$ cat config.mk
export PLATFORM = sky130hd
export DESIGN_NAME = vram1_arbiter
export DESIGN_NICKNAME = d
export VERILOG_FILES = /design/src/rtl/vram1_arbiter.sv
export SDC_FILE = /design/constraint.sdc
export NUM_CORES = 1
export LEC_CHECK = 0
export BUFFER_PORTS_ARGS = -buffer_cell sky130_fd_sc_hd__buf_2
export CAP_MARGIN = 20
export CORE_ASPECT_RATIO = 0.9
export CORE_UTILIZATION = 50
export DETAILED_ROUTE_END_ITERATION = 7
export PLACE_DENSITY_LB_ADDON = 0.08
export SLEW_MARGIN = 20
export SYNTH_ARGS = -nofsm -noshare
export SYNTH_HDL_FRONTEND = slang
export SYNTH_SLANG_ARGS = --single-unit
$ cat constraint.sdc
create_clock -name i_MCLK -period 2.9 [get_ports i_MCLK]
set_input_delay 0.145 -clock i_MCLK [delete_from_list [all_inputs] [get_ports i_MCLK]]
set_output_delay 0.145 -clock i_MCLK [all_outputs]
set_load 0.005 [all_outputs]
$ cat src/rtl/vram1_arbiter.sv
`default_nettype none
// ============================================================================
// Module   : vram1_arbiter
// Brief    : Video/CPU arbiter and sequencer for one 4096x8 synchronous-read
//            VRAM bank. Optional CPU starvation guard: VRAM1_ARB_STARVE_GUARD_EN
// Revision : 1.0  initial release
// ============================================================================
module vram1_arbiter #(
    parameter int STARVE_LIMIT = 8
) (
    input  logic        i_MCLK,
    input  logic        i_RST,
    input  logic        i_VID_REQ,
    input  logic [11:0] i_VID_ADDR,
    output logic        o_VID_RDY,
    output logic [7:0]  o_VID_DATA,
    output logic        o_VID_VALID,
    input  logic        i_CPU_REQ,
    input  logic        i_CPU_WE,
    input  logic [11:0] i_CPU_ADDR,
    input  logic [7:0]  i_CPU_DIN,
    output logic [7:0]  o_CPU_DOUT,
    output logic        o_CPU_ACK,
    output logic [11:0] o_RAM_ADDR,
    output logic [7:0]  o_RAM_DIN,
    output logic        o_RAM_WR_n,
    output logic        o_RAM_RD_n,
    input  logic [7:0]  i_RAM_DOUT
);

    typedef enum logic [2:0] {
        S_IDLE  = 3'd0,
        S_ISSUE = 3'd1,
        S_WAIT  = 3'd2,
        S_ACK   = 3'd3,
        S_HOLD  = 3'd4
    } cpu_state_t;

    cpu_state_t r_state;
    cpu_state_t w_state_nxt;

    logic       w_cpu_pend;
    logic       w_force;
    logic       w_vid_grant;
    logic       w_cpu_grant;
    logic [1:0] r_vid_pipe;
    logic       r_cpu_we;

    assign w_cpu_pend = (r_state == S_IDLE) && i_CPU_REQ;

`ifdef VRAM1_ARB_STARVE_GUARD_EN
    logic [7:0] r_starve_cnt;

    assign w_force = w_cpu_pend && (r_starve_cnt == 8'(STARVE_LIMIT));

    // Counts edges a waiting CPU has lost to video; saturates at 255.
    always_ff @(posedge i_MCLK or posedge i_RST) begin
        if (i_RST) begin
            r_starve_cnt <= 8'd0;
        end else if (!w_cpu_pend || w_cpu_grant) begin
            r_starve_cnt <= 8'd0;
        end else if (r_starve_cnt != 8'hFF) begin
            r_starve_cnt <= r_starve_cnt + 8'd1;
        end
    end
`else
    logic w_unused_limit;

    assign w_unused_limit = ^8'(STARVE_LIMIT);
    assign w_force        = 1'b0;
`endif

    assign o_VID_RDY   = ~w_force;
    assign w_vid_grant = i_VID_REQ && o_VID_RDY;
    assign w_cpu_grant = w_cpu_pend && !w_vid_grant;

    always_ff @(posedge i_MCLK or posedge i_RST) begin
        if (i_RST) begin
            r_state <= S_IDLE;
        end else begin
            r_state <= w_state_nxt;
        end
    end

    // HOLD waits for REQ to drop so one held request yields one access.
    always_comb begin
        w_state_nxt = r_state;
        case (r_state)
            S_IDLE:  if (w_cpu_grant) w_state_nxt = S_ISSUE;
            S_ISSUE: w_state_nxt = S_WAIT;
            S_WAIT:  w_state_nxt = S_ACK;
            S_ACK:   w_state_nxt = S_HOLD;
            S_HOLD:  if (!i_CPU_REQ) w_state_nxt = S_IDLE;
            default: w_state_nxt = S_IDLE;
        endcase
    end

    always_ff @(posedge i_MCLK or posedge i_RST) begin
        if (i_RST) begin
            o_RAM_ADDR  <= 12'd0;
            o_RAM_DIN   <= 8'd0;
            o_RAM_WR_n  <= 1'b1;
            o_RAM_RD_n  <= 1'b1;
            r_cpu_we    <= 1'b0;
            r_vid_pipe  <= 2'b00;
            o_VID_VALID <= 1'b0;
            o_VID_DATA  <= 8'd0;
            o_CPU_ACK   <= 1'b0;
            o_CPU_DOUT  <= 8'd0;
        end else begin
            o_RAM_WR_n <= ~(w_cpu_grant && i_CPU_WE);
            o_RAM_RD_n <= ~(w_vid_grant || (w_cpu_grant && !i_CPU_WE));
            if (w_vid_grant) begin
                o_RAM_ADDR <= i_VID_ADDR;
            end else if (w_cpu_grant) begin
                o_RAM_ADDR <= i_CPU_ADDR;
                o_RAM_DIN  <= i_CPU_DIN;
                r_cpu_we   <= i_CPU_WE;
            end

            // Read data appears one edge after the strobe edge; capture one later.
            r_vid_pipe  <= {r_vid_pipe[0], w_vid_grant};
            o_VID_VALID <= r_vid_pipe[1];
            if (r_vid_pipe[1]) begin
                o_VID_DATA <= i_RAM_DOUT;
            end

            o_CPU_ACK <= (r_state == S_WAIT);
            if ((r_state == S_WAIT) && !r_cpu_we) begin
                o_CPU_DOUT <= i_RAM_DOUT;
            end
        end
    end

endmodule
`default_nettype wire

==> PnR_summary.wiki, run 1 <==
{| class="wikitable"
! Metric !! Value
|-
| Vertical extent of the die || 60.5 microns
|-
| Biggest area consumer among synthesized cells || sky130_fd_sc_hd__dfrtp_1
|-
| Setup Viol. Count Final || 0
|-
| MaxCap Viol Count || 0
|-
| Power per standard cell area || 837 nW/um^2
|-
| Post-Synthesis Cells || 118
|-
| Placeable core region || 3500 sq um
|-
| Worst max-slew margin expressed relative to the limit || 0.395
|-
| Peak-usage layer in the global routing report || met2
|-
| Mean instance size in the synthesized netlist || 16.1 sq um
|-
| Area Growth Syn to Fin || 28.9%
|-
| Worst path required time || 3.08 ns
|-
| Time the final worst path needs with I/O delays and setup || 1.79 ns
|-
| TritonCTS clock tree || done
|-
| Largest net degree at the start of global routing || 47
|-
| Starting Density || 0.542
|-
| Gr ovfl total || 0
|-
| P_leak || 1.20 nW
|-
| Number of top-level pins || 86
|-
| Maximum fanout encountered on the critical timing path || 8
|-
| Slowest-stage cell, CP || sky130_fd_sc_hd__nor2b_1
|-
| Initial antenna violation count || 0
|-
| Tcrit/Tclk final || 0.618
|-
| Most common cell after layout, fill and taps aside || sky130_fd_sc_hd__buf_2
|-
| Count of port buffers added during placement || 84
|-
| FF+latch area || 1150 sq um
|-
| Grt met1 use || 0.209
|-
| Cell variety after synth || 23
|-
| Total wire length after detailed routing || 3390 microns
|-
| # H-tree levels || 2
|-
| Number of antenna cells inserted || 0
|-
| Total via count in the routed design || 1236
|-
| WL/cell || 13.6 microns
|-
| Launching element type of the critical path || register
|-
| DR pass1 iterations || 3
|-
| Number of remaining DRC errors || 0
|-
| Count of cells resized by post-cts repair || 0
|-
| Clock latency on the worst-skew pair || 0.29 ns
|-
| Highest-count cells in the layout ignoring fill and taps || sky130_fd_sc_hd__buf_2 (84), sky130_fd_sc_hd__dfrtp_1 (44), sky130_fd_sc_hd__mux2_2 (40)
|-
| Multi-input gate area in the final layout || 692 sq um
|-
| Maximum vdd drop || 0.512 mV
|-
| Clk root buf || sky130_fd_sc_hd__clkbuf_8
|-
| Synth Warn # || 0
|-
| Top cells by area, synth || sky130_fd_sc_hd__dfrtp_1 (58%), sky130_fd_sc_hd__mux2_2 (24%), sky130_fd_sc_hd__mux2_4 (7.1%)
|-
| Clock Pin Slew Worst Setup and Hold Paths || 0.08 ns
|-
| Yosys reg bits || 46
|-
| Outcome || finished, final reports clean
|-
| Nets in the synthesized netlist || 163
|-
| Initial DRC count || 27
|-
| Fin. max-slew vios || 0
|-
| Maximum clock path buffer count || 2
|-
| Met3 routing resource usage after global routing || 0.0583
|-
| Global-route wire length before repair || 5180 microns
|-
| Worst Setup Path Type || register to register
|-
| GP Congestion || 0.737
|-
| Setup Skew || 0.00874 ns
|-
| Number of buffers and inverters on the critical path || 0
|-
| Width of the die || 67.0 microns
|-
| Total Die Area || 4050 sq um
|-
| Filler cell count || 267
|-
| Vias in the first global route || 1177
|-
| Setup repair after global routing missed its margin || false
|-
| Synth top area share || 0.580
|-
| Aggregate negative setup slack || 0 ns
|-
| Final hold slack || 0.0413 ns
|-
| All-layer global routing usage || 0.178
|-
| Post-synthesis sequential area ratio || 0.607
|-
| Placement Rows || 20
|-
| Cell type group with the largest total delay on the critical path || simple AND/OR/NAND/NOR gates
|-
| Setup crit end kind || register
|-
| Number of failing hold endpoints at the final stage || 0
|-
| Number of nets in the layout || 249
|-
| Per-cell via count in the routed design || 4.96
|-
| Combined area of all synthesized cells || 1900 sq um
|-
| Share of layout cells above drive strength 1 || 0.722
|-
| Residual antenna-violating net count after detailed routing || 0
|-
| Path type of the worst min-delay path || input pin to asynchronous set/reset pin
|-
| Total half-perimeter wirelength after legalization and detailed placement || 2520 microns
|-
| Data arrival time at the worst-slack endpoint || 1.97 ns
|-
| Sink Count || 46
|-
| Worst-Margin Slew || 0.906 ns
|-
| CP peak stage delay || 0.59 ns
|-
| Total CTS buffers || 5
|-
| Highest attainable clock frequency || 0.558 GHz
|-
| Met2 Resource Use GR || 0.304
|-
| CP cell instances || nor3b_2, nor2b_1, mux2_2
|}
## per-layer routing
layer / wire length, microns / share of wire / up-vias
met4: 39 / 0.012 / 0
met3: 235 / 0.069 / 4
li1: - / - / 581
met2: 1730 / 0.51 / 45
met5: 0 / 0 / -
met1: 1390 / 0.41 / 606
## final timing paths
| check | from | to | slack [ns] | cells after the start |
|---|---|---|---|---|
| max | r_state[1] | o_CPU_DOUT[5] | 1.11 | 3 |
| min | i_RST | o_VID_DATA[4] | 0.04 | 2 |
| max reg2reg | r_state[1] | o_CPU_DOUT[5] | 1.11 | 3 |
| min reg2reg | r_vid_pipe[0] | r_vid_pipe[1] | 0.36 | 0 |
| max in group asynchronous | i_RST | o_RAM_DIN[2] | 2.28 | 2 |
| min in group i_MCLK | i_CPU_DIN[7] | o_RAM_DIN[7] | 0.08 | 2 |
## Yosys cell counts (all sizes together)
library cell,instances
mux2,49
dfrtp,44
buf,5
dfstp,2
inv,2
nand2,2
nor2,2
a21o,1
a21oi,1
and2,1
clkbuf,1
conb,1
nor2b,1
nor3,1
nor3b,1
nor4b,1
o21ai,1
or4bb,1
xnor2,1
## through the flow
| stage | std cells | power, W | worst slack, ns | cell area (sq um) | util |
|---|---|---|---|---|---|
| 2_1_floorplan | 118 | 0.00136 | 1.41 | 1900 | - |
| 3_3_place_gp | 240 | 0.00158 | 1.13 | 2330 | 0.665 |
| 3_5_place_dp | 240 | 0.00162 | 1.08 | 2330 | 0.665 |
| 4_1_cts | 249 | 0.00208 | 1.07 | 2450 | 0.699 |
| 5_1_grt | 249 | 0.00218 | 0.958 | 2450 | 0.699 |
| 6_report | 249 | 0.00205 | 1.11 | 2450 | 0.699 |
## timing repair
item | 4_1_cts | 5_1_grt
hold buffers | 1 | 0
buffers inserted | 0 | 0
hold endpoints to repair | 1 | 0
## cell families after synthesis
kind of cell              count (synthesis)  synth area share
AOI/OAI and AO/OA                         3           0.00988
xor gates and xnor gates                  1           0.00461
buffers and inverters                     8            0.0283
DFF                                      46             0.607
muxes                                    49             0.308
other                                     1           0.00197
and+or+nand+nor                          10            0.0395
## sequential cells by signal, indices dropped and copies added (netlist names)
register,flops
o_CPU_ACK,1
o_RAM_ADDR,12
o_CPU_DOUT,8
o_RAM_DIN,8
r_state,3
o_VID_VALID,1
o_RAM_WR_n,1
o_VID_DATA,8
r_cpu_we,1
r_vid_pipe,2
o_RAM_RD_n,1
## area by class of cell
| cell class | count | share of cell area |
|---|---|---|
| Sequential cell | 46 | 0.471 |
| Multi-Input combinational cell | 64 | 0.283 |
| Timing Repair Buffer | 85 | 0.176 |
| Clock buffer | 6 | 0.0296 |
| Tap cell | 44 | 0.0225 |
| Clock inverter | 2 | 0.0153 |
| Inverter | 2 | 0.00307 |
## power breakdown
part | total (W) | internal [W] | leakage [nW] | switching (W)
Sequential | 0.000982 | 0.000854 | 0.542 | 0.000128
Clock | 0.000455 | 0.000257 | 0.0514 | 0.000198
Combinational | 0.000611 | 0.000385 | 0.609 | 0.000226
(Power assumes the default switching activity.)
==> run 2: changes to the inputs <==
Settings changed: ABC_AREA set to 1, CORE_UTILIZATION 50 to 42.
Clock period 2.9 ns to 1.4 ns, I/O delays scaled along.
==> run 2 against run 1 <==
  * Sequential cell count unchanged
  * Design area is 7.6% higher
  * Area after synthesis is 4.2% higher
  * Critical path depth up 2
  * Wire length up 21%
  * Non-clock buffer count increased by 11
  * Clock skew decreased by 0.0029 ns
  * Cell count rose by 50%
  * Core utilization shrank 11 points
  * First-iteration DRC count increased by 120%
  * Power increased by 110%
  * Count of clock-buffer cells in the layout up 1
==> PnR_summary.wiki, run 2 <==
{| class="wikitable"
! Metric !! Value
|-
| Gr ovfl total || 0
|-
| Time the final worst path needs with I/O delays and setup || 1.26 ns
|-
| Count of port buffers added during placement || 84
|-
| GP Congestion || 0.703
|-
| Global-route wire length before repair || 6700 microns
|-
| Sink Count || 46
|-
| Yosys reg bits || 46
|-
| Fin area || 2640 sq um
|-
| Number of remaining DRC errors || 0
|-
| Width of the die || 74.4 microns
|-
| Vias in the first global route || 1549
|-
| Initial DRC count || 60
|-
| WL/cell || 11.0 microns
|-
| Total Die Area || 4990 sq um
|-
| MaxCap Viol Count || 0
|-
| Placeable core region || 4490 sq um
|-
| P_leak || 1.50 nW
|-
| Data arrival time at the worst-slack endpoint || 1.49 ns
|-
| Clk root buf || sky130_fd_sc_hd__clkbuf_8
|-
| Share of synthesized flip-flops with an asynchronous set or reset || 1.00
|-
| Clock Pin Slew Worst Setup and Hold Paths || 0.08 ns
|-
| Number of nets in the layout || 356
|-
| Total CTS buffers || 5
|-
| Worst max-slew margin expressed relative to the limit || 0.647
|-
| Detail Route met2 WL || 1890 microns
|-
| # H-tree levels || 2
|-
| Number of antenna cells inserted || 0
|-
| Total wire length after detailed routing || 4100 microns
|-
| Number of placed instances, taps included || 356
|-
| Worst-Margin Slew || 0.529 ns
|-
| Area Growth Syn to Fin || 33.1%
|-
| Utilization after layout || 0.587
|-
| Setup Skew || 0.00585 ns
|-
| Nets in the synthesized netlist || 262
|-
| Per-cell via count in the routed design || 4.41
|-
| Synth Warn # || 0
|-
| Clock latency on the worst-skew pair || 0.29 ns
|-
| Worst path required time || 1.63 ns
|-
| Aggregate negative setup slack || 0 ns
|-
| Top cells by area, synth || sky130_fd_sc_hd__dfrtp_1 (56%), sky130_fd_sc_hd__nand2_1 (19%), sky130_fd_sc_hd__o21ai_2 (3.5%)
|-
| Path type of the worst min-delay path || input pin to register
|-
| Residual antenna-violating net count after detailed routing || 0
|-
| Top_reg_cell synth || sky130_fd_sc_hd__dfrtp_1
|-
| Min-Delay Startpoint || i_RAM_DOUT[3]
|-
| Highest attainable clock frequency || 0.793 GHz
|-
| Setup crit end kind || register
|-
| Maximum vdd drop || 0.763 mV
|-
| Fin. max-slew vios || 0
|-
| Synth top area share || 0.556
|-
| Launching element type of the critical path || register
|-
| Cell variety after synth || 23
|-
| Largest register by flop count || o_RAM_ADDR
|-
| FF-to-FF Start || r_state[2]
|-
| Reg2Reg Setup Slack || 0.14 ns
|-
| Worst Setup Path Type || register to register
|-
| Non-filler cells in the finished layout || 374
|-
| Cell with the most instances after synthesis || sky130_fd_sc_hd__nand2_1
|-
| Mean instance size in the synthesized netlist || 9.12 sq um
|-
| Setup Viol. Count Final || 0
|-
| TritonCTS clock tree || done
|-
| Initial antenna violation count || 0
|-
| Number of top-level pins || 86
|-
| Outcome || finished, final reports clean
|-
| Post-Synthesis Cells || 217
|-
| Total via count in the routed design || 1648
|-
| Count of cells resized by post-cts repair || 0
|-
| All-layer global routing usage || 0.180
|-
| Total half-perimeter wirelength after legalization and detailed placement || 2920 microns
|-
| EDFF count, synth || 0
|-
| Starting Density || 0.441
|-
| Number of failing hold endpoints at the final stage || 0
|-
| Highest-count cells in the layout ignoring fill and taps || sky130_fd_sc_hd__nand2_1 (98), sky130_fd_sc_hd__buf_2 (84), sky130_fd_sc_hd__dfrtp_1 (44)
|-
| Maximum fanout encountered on the critical timing path || 13
|-
| Uppermost routed layer || met4
|-
| Biggest area consumer among synthesized cells || sky130_fd_sc_hd__dfrtp_1
|-
| Synth top cells by count || sky130_fd_sc_hd__nand2_1 (98), sky130_fd_sc_hd__dfrtp_1 (44), sky130_fd_sc_hd__nand3_1 (13)
|-
| Power per standard cell area || 1600 nW/um^2
|-
| Cell Area, Placed || 2440 sq um
|-
| Total design power || 0.00422 W
|-
| Post-synthesis sequential area ratio || 0.583
|-
| Combined area of all synthesized cells || 1980 sq um
|-
| Share of layout cells above drive strength 1 || 0.362
|-
| Vertical extent of the die || 67.1 microns
|-
| Wl on met1 || 1930 microns
|-
| Placement Rows || 23
|-
| Launch point of the critical path || r_state[2]
|-
| Sum of met3 wire segment lengths after detailed routing || 242 microns
|-
| Largest net degree at the start of global routing || 31
|-
| Flip-flop count of the largest register, all copies and words added || 12
|-
| Setup repair after global routing missed its margin || false
|-
| Most common cell after layout, fill and taps aside || sky130_fd_sc_hd__nand2_1
|-
| Maximum clock path buffer count || 2
|-
| Tcrit/Tclk final || 0.900
|-
| DR pass1 iterations || 4
|}
-- run 2: path summary, 6_finish.rpt --
kind,depth (start not counted),endpoint
worst max register to register,5,o_RAM_ADDR[0]
worst min register to register,0,r_vid_pipe[1]
worst min-delay path,3,o_CPU_DOUT[3]
min in group asynchronous,3,o_RAM_ADDR[4]
max in group asynchronous,4,o_RAM_WR_n
worst max-delay path,5,o_RAM_ADDR[0]
-- run 2: cell families (layout without fill, tap and decap cells) --
family	Yosys count	count (layout)	share of synthesized area
compound gates	18	18	0.0619
buf+inv	23	118	0.0588
flops	46	46	0.583
other cells	1	1	0.00189
simple gates	129	129	0.295
-- run 2: timing repair --
item,4_1_cts,5_1_grt
hold buffers,10,0
endpoints found under the hold margin,24,0
setup buffers,0,0
endpoints found under the setup margin,0,0
-- run 2: power by group --
| group | internal, W | total (W) | leakage, nW | switching, W |
|---|---|---|---|---|
| clock | 0.000398 | 0.000796 | 0.0482 | 0.000398 |
| sequential | 0.00174 | 0.00201 | 0.554 | 0.000267 |
| combinational | 0.000644 | 0.00142 | 0.893 | 0.000772 |
-- run 2: area by class of cell --
cell class              count  area, sq um
repair buffers             96          548
inverters                  14         55.1
well taps                  62         77.6
flip-flops and latches     46         1150
clock inverters             1         5.00
fillers                   425         1850
multi-input cells         148          709
clock buffers               7         86.3
-- run 2: critical path, stage by stage (launching register included) --
cell	delay, ns
sky130_fd_sc_hd__dfrtp_1	0.47
sky130_fd_sc_hd__nor2_8	0.21
sky130_fd_sc_hd__nand3_4	0.19
sky130_fd_sc_hd__nand2_4	0.20
sky130_fd_sc_hd__nand2_1	0.07
sky130_fd_sc_hd__nand2_1	0.06
-- run 2: metal layers --
layer | vias up | global-route usage
met1 | 726 | 0.225
met3 | 4 | 0.0530
li1 | 863 | -
met5 | - | 0
met4 | 0 | 0.0566
met2 | 55 | 0.298
-- run 2: per-stage QoR --
step	hold WS [ns]	worst slack (ns)
final	0.0476	0.140
after global routing	0.0490	0.0239
after CTS	0.0357	0.122
after detailed placement	0.0703	0.142
after global placement	0.0738	0.173
after floorplan	0.101	0.246
==> run 3: changes to the inputs <==
Settings changed: ABC_AREA 1 to not set.
==> run 3 against run 2 <==
  * The flow now finishes with violations (setup timing)
  * Die area is 3.9% lower
  * Sequential cell count stayed put
  * Non-clock buffer count is 1 higher
  * Highest routed layer unchanged
  * Largest power group unchanged
  * First-iteration DRC count is 60% lower
  * Hold slack worse by 0.035 ns
==> PnR_summary.wiki, run 3 (synthesis results as in run 1) <==
{| class="wikitable"
! Metric !! Value
|-
| Vias in the first global route || 1266
|-
| Sink Count || 46
|-
| Setup Viol. Count Final || 29
|-
| Sw Ratio || 0.282
|-
| Flip-flop count of the largest register, all copies and words added || 12
|-
| Switching pwr || 0.00130 W
|-
| Time the final worst path needs with I/O delays and setup || 1.45 ns
|-
| Width of the die || 72.9 microns
|-
| Maximum fanout encountered on the critical timing path || 8
|-
| Launching element type of the critical path || register
|-
| Total design power || 0.00460 W
|-
| Number of failing hold endpoints at the final stage || 0
|-
| Placement Rows || 22
|-
| All-layer global routing usage || 0.170
|-
| Largest register by flop count || o_RAM_ADDR
|-
| Setup Skew || 0.00794 ns
|-
| Starting Density || 0.451
|-
| GP Congestion || 0.743
|-
| Most common cell after layout, fill and taps aside || sky130_fd_sc_hd__buf_2
|-
| Worst Setup Path Type || register to register
|-
| Area Growth Syn to Fin || 41.5%
|-
| Per-cell via count in the routed design || 4.65
|-
| Worst path required time || 1.58 ns
|-
| # H-tree levels || 2
|-
| Initial antenna violation count || 0
|-
| Total wire length after detailed routing || 3920 microns
|-
| Global-route wire length before repair || 5940 microns
|-
| Number of nets in the layout || 263
|-
| Total half-perimeter wirelength after legalization and detailed placement || 2720 microns
|-
| Clock Pin Slew Worst Setup and Hold Paths || 0.08 ns
|-
| Aggregate negative setup slack || -0.969 ns
|-
| Number of antenna cells inserted || 0
|-
| Outcome || complete, but fails checks
|-
| Share of total power in sequential cells || 0.445
|-
| Maximum vdd drop || 0.913 mV
|-
| WL/cell || 14.1 microns
|-
| Placeable core region || 4210 sq um
|-
| Setup ws final || -0.0544 ns
|-
| Tcrit/Tclk final || 1.04
|-
| Vertical extent of the die || 65.8 microns
|-
| Gr ovfl total || 0
|-
| Clk root buf || sky130_fd_sc_hd__clkbuf_8
|-
| Clock share of power || 0.176
|-
| Fin. max-slew vios || 0
|-
| Maximum clock path buffer count || 2
|-
| P_leak || 1.34 nW
|-
| Largest net degree at the start of global routing || 47
|-
| TritonCTS clock tree || done
|-
| MaxCap Viol Count || 0
|-
| Final hold slack || 0.0130 ns
|-
| Power per standard cell area || 1710 nW/um^2
|-
| DR pass1 iterations || 4
|-
| Combinational share of power || 0.379
|-
| Residual antenna-violating net count after detailed routing || 0
|-
| Data arrival time at the worst-slack endpoint || 1.63 ns
|-
| Highest-count cells in the layout ignoring fill and taps || sky130_fd_sc_hd__buf_2 (84), sky130_fd_sc_hd__dfrtp_1 (44), sky130_fd_sc_hd__mux2_4 (25)
|-
| Failing checks || setup timing
|-
| Path type of the worst min-delay path || input pin to register
|-
| Number of remaining DRC errors || 0
|-
| Clock latency on the worst-skew pair || 0.29 ns
|-
| Number of top-level pins || 86
|-
| Setup crit end kind || register
|-
| Highest attainable clock frequency || 0.688 GHz
|-
| Total via count in the routed design || 1296
|-
| Total CTS buffers || 5
|-
| Share of layout cells above drive strength 1 || 0.735
|-
| Total Die Area || 4800 sq um
|-
| Count of port buffers added during placement || 84
|-
| Initial DRC count || 24
|-
| Internal power of the cells || 0.00330 W
|-
| Setup repair after global routing missed its margin || true
|}
[run 3: cell count changes in the layout (fill, tap and decap cells not counted), moves of 9 or more]
cell                      delta
sky130_fd_sc_hd__inv_1       -9
sky130_fd_sc_hd__nand3_1    -13
sky130_fd_sc_hd__mux2_4     +25
sky130_fd_sc_hd__mux2_2     +24
sky130_fd_sc_hd__nand2_1    -96
sky130_fd_sc_hd__nor2_1     -10
[run 3: per-stage QoR]
| stage | util | worst slack [ns] | instances | instance area [sq um] |
|---|---|---|---|---|
| after floorplan | - | -0.0848 | 118 | 1900 |
| after global placement | 0.576 | -0.205 | 263 | 2430 |
| after detailed placement | 0.576 | -0.237 | 263 | 2430 |
| after CTS | 0.624 | -0.0731 | 277 | 2630 |
| after global routing | 0.638 | -0.163 | 279 | 2690 |
| final | 0.638 | -0.0544 | 279 | 2690 |
[run 3: path summary, 6_finish.rpt]
check	from	slack, ns	end	cells past startpoint
max in group asynchronous	i_RST	0.78	o_RAM_WR_n	4
min reg2reg	r_vid_pipe[0]	0.35	r_vid_pipe[1]	0
min in group asynchronous	i_RST	0.34	o_RAM_ADDR[1]	4
min	i_CPU_DIN[6]	0.01	o_RAM_DIN[6]	2
max reg2reg	r_state[2]	-0.05	o_CPU_DOUT[3]	4
max	r_state[2]	-0.05	o_CPU_DOUT[3]	4
[run 3: worst max-delay path, stage by stage, from the launching register on]
cell and delay (ns):
sky130_fd_sc_hd__dfrtp_1 0.43, sky130_fd_sc_hd__nor3b_2 0.24, sky130_fd_sc_hd__nor2b_4 0.19, sky130_fd_sc_hd__buf_8 0.15, sky130_fd_sc_hd__mux2_2 0.33
[run 3: final cells by class]
type	count	area, sq um
well taps	60	75.1
inverters	2	7.51
clock buffers	7	86.3
flip-flops and latches	46	1150
multi-input cells	66	806
clock inverters	1	5.00
repair buffers	97	554
fillers	340	1520
[run 3: power groups by stage]
stage                     Combinational [W]  Clock [W]  Sequential (W)
after floorplan                    0.000759          0         0.00207
after global placement              0.00140          0         0.00200
after detailed placement            0.00144          0         0.00204
after CTS                           0.00165   0.000827         0.00203
after global routing                0.00190   0.000885         0.00209
final                               0.00174   0.000808         0.00205
[run 3: metal layers]
metal | GRT usage | vias up | share of wire
li1 | - | 612 | -
met1 | 0.211 | 638 | 0.45
met2 | 0.284 | 41 | 0.50
met3 | 0.0473 | 5 | 0.042
met4 | 0.0588 | 0 | 0.012
met5 | 0 | - | 0
[run 3: timing repair]
item / 4_1_cts / 5_1_grt
setup buffers: 2 / 0
hold buffers: 3 / 2
pin swaps: 4 / 3
gates cloned: 2 / 0
resized for setup: 18 / 11
endpoints found under the setup margin: 29 / 31
hold endpoints to repair: 46 / 2
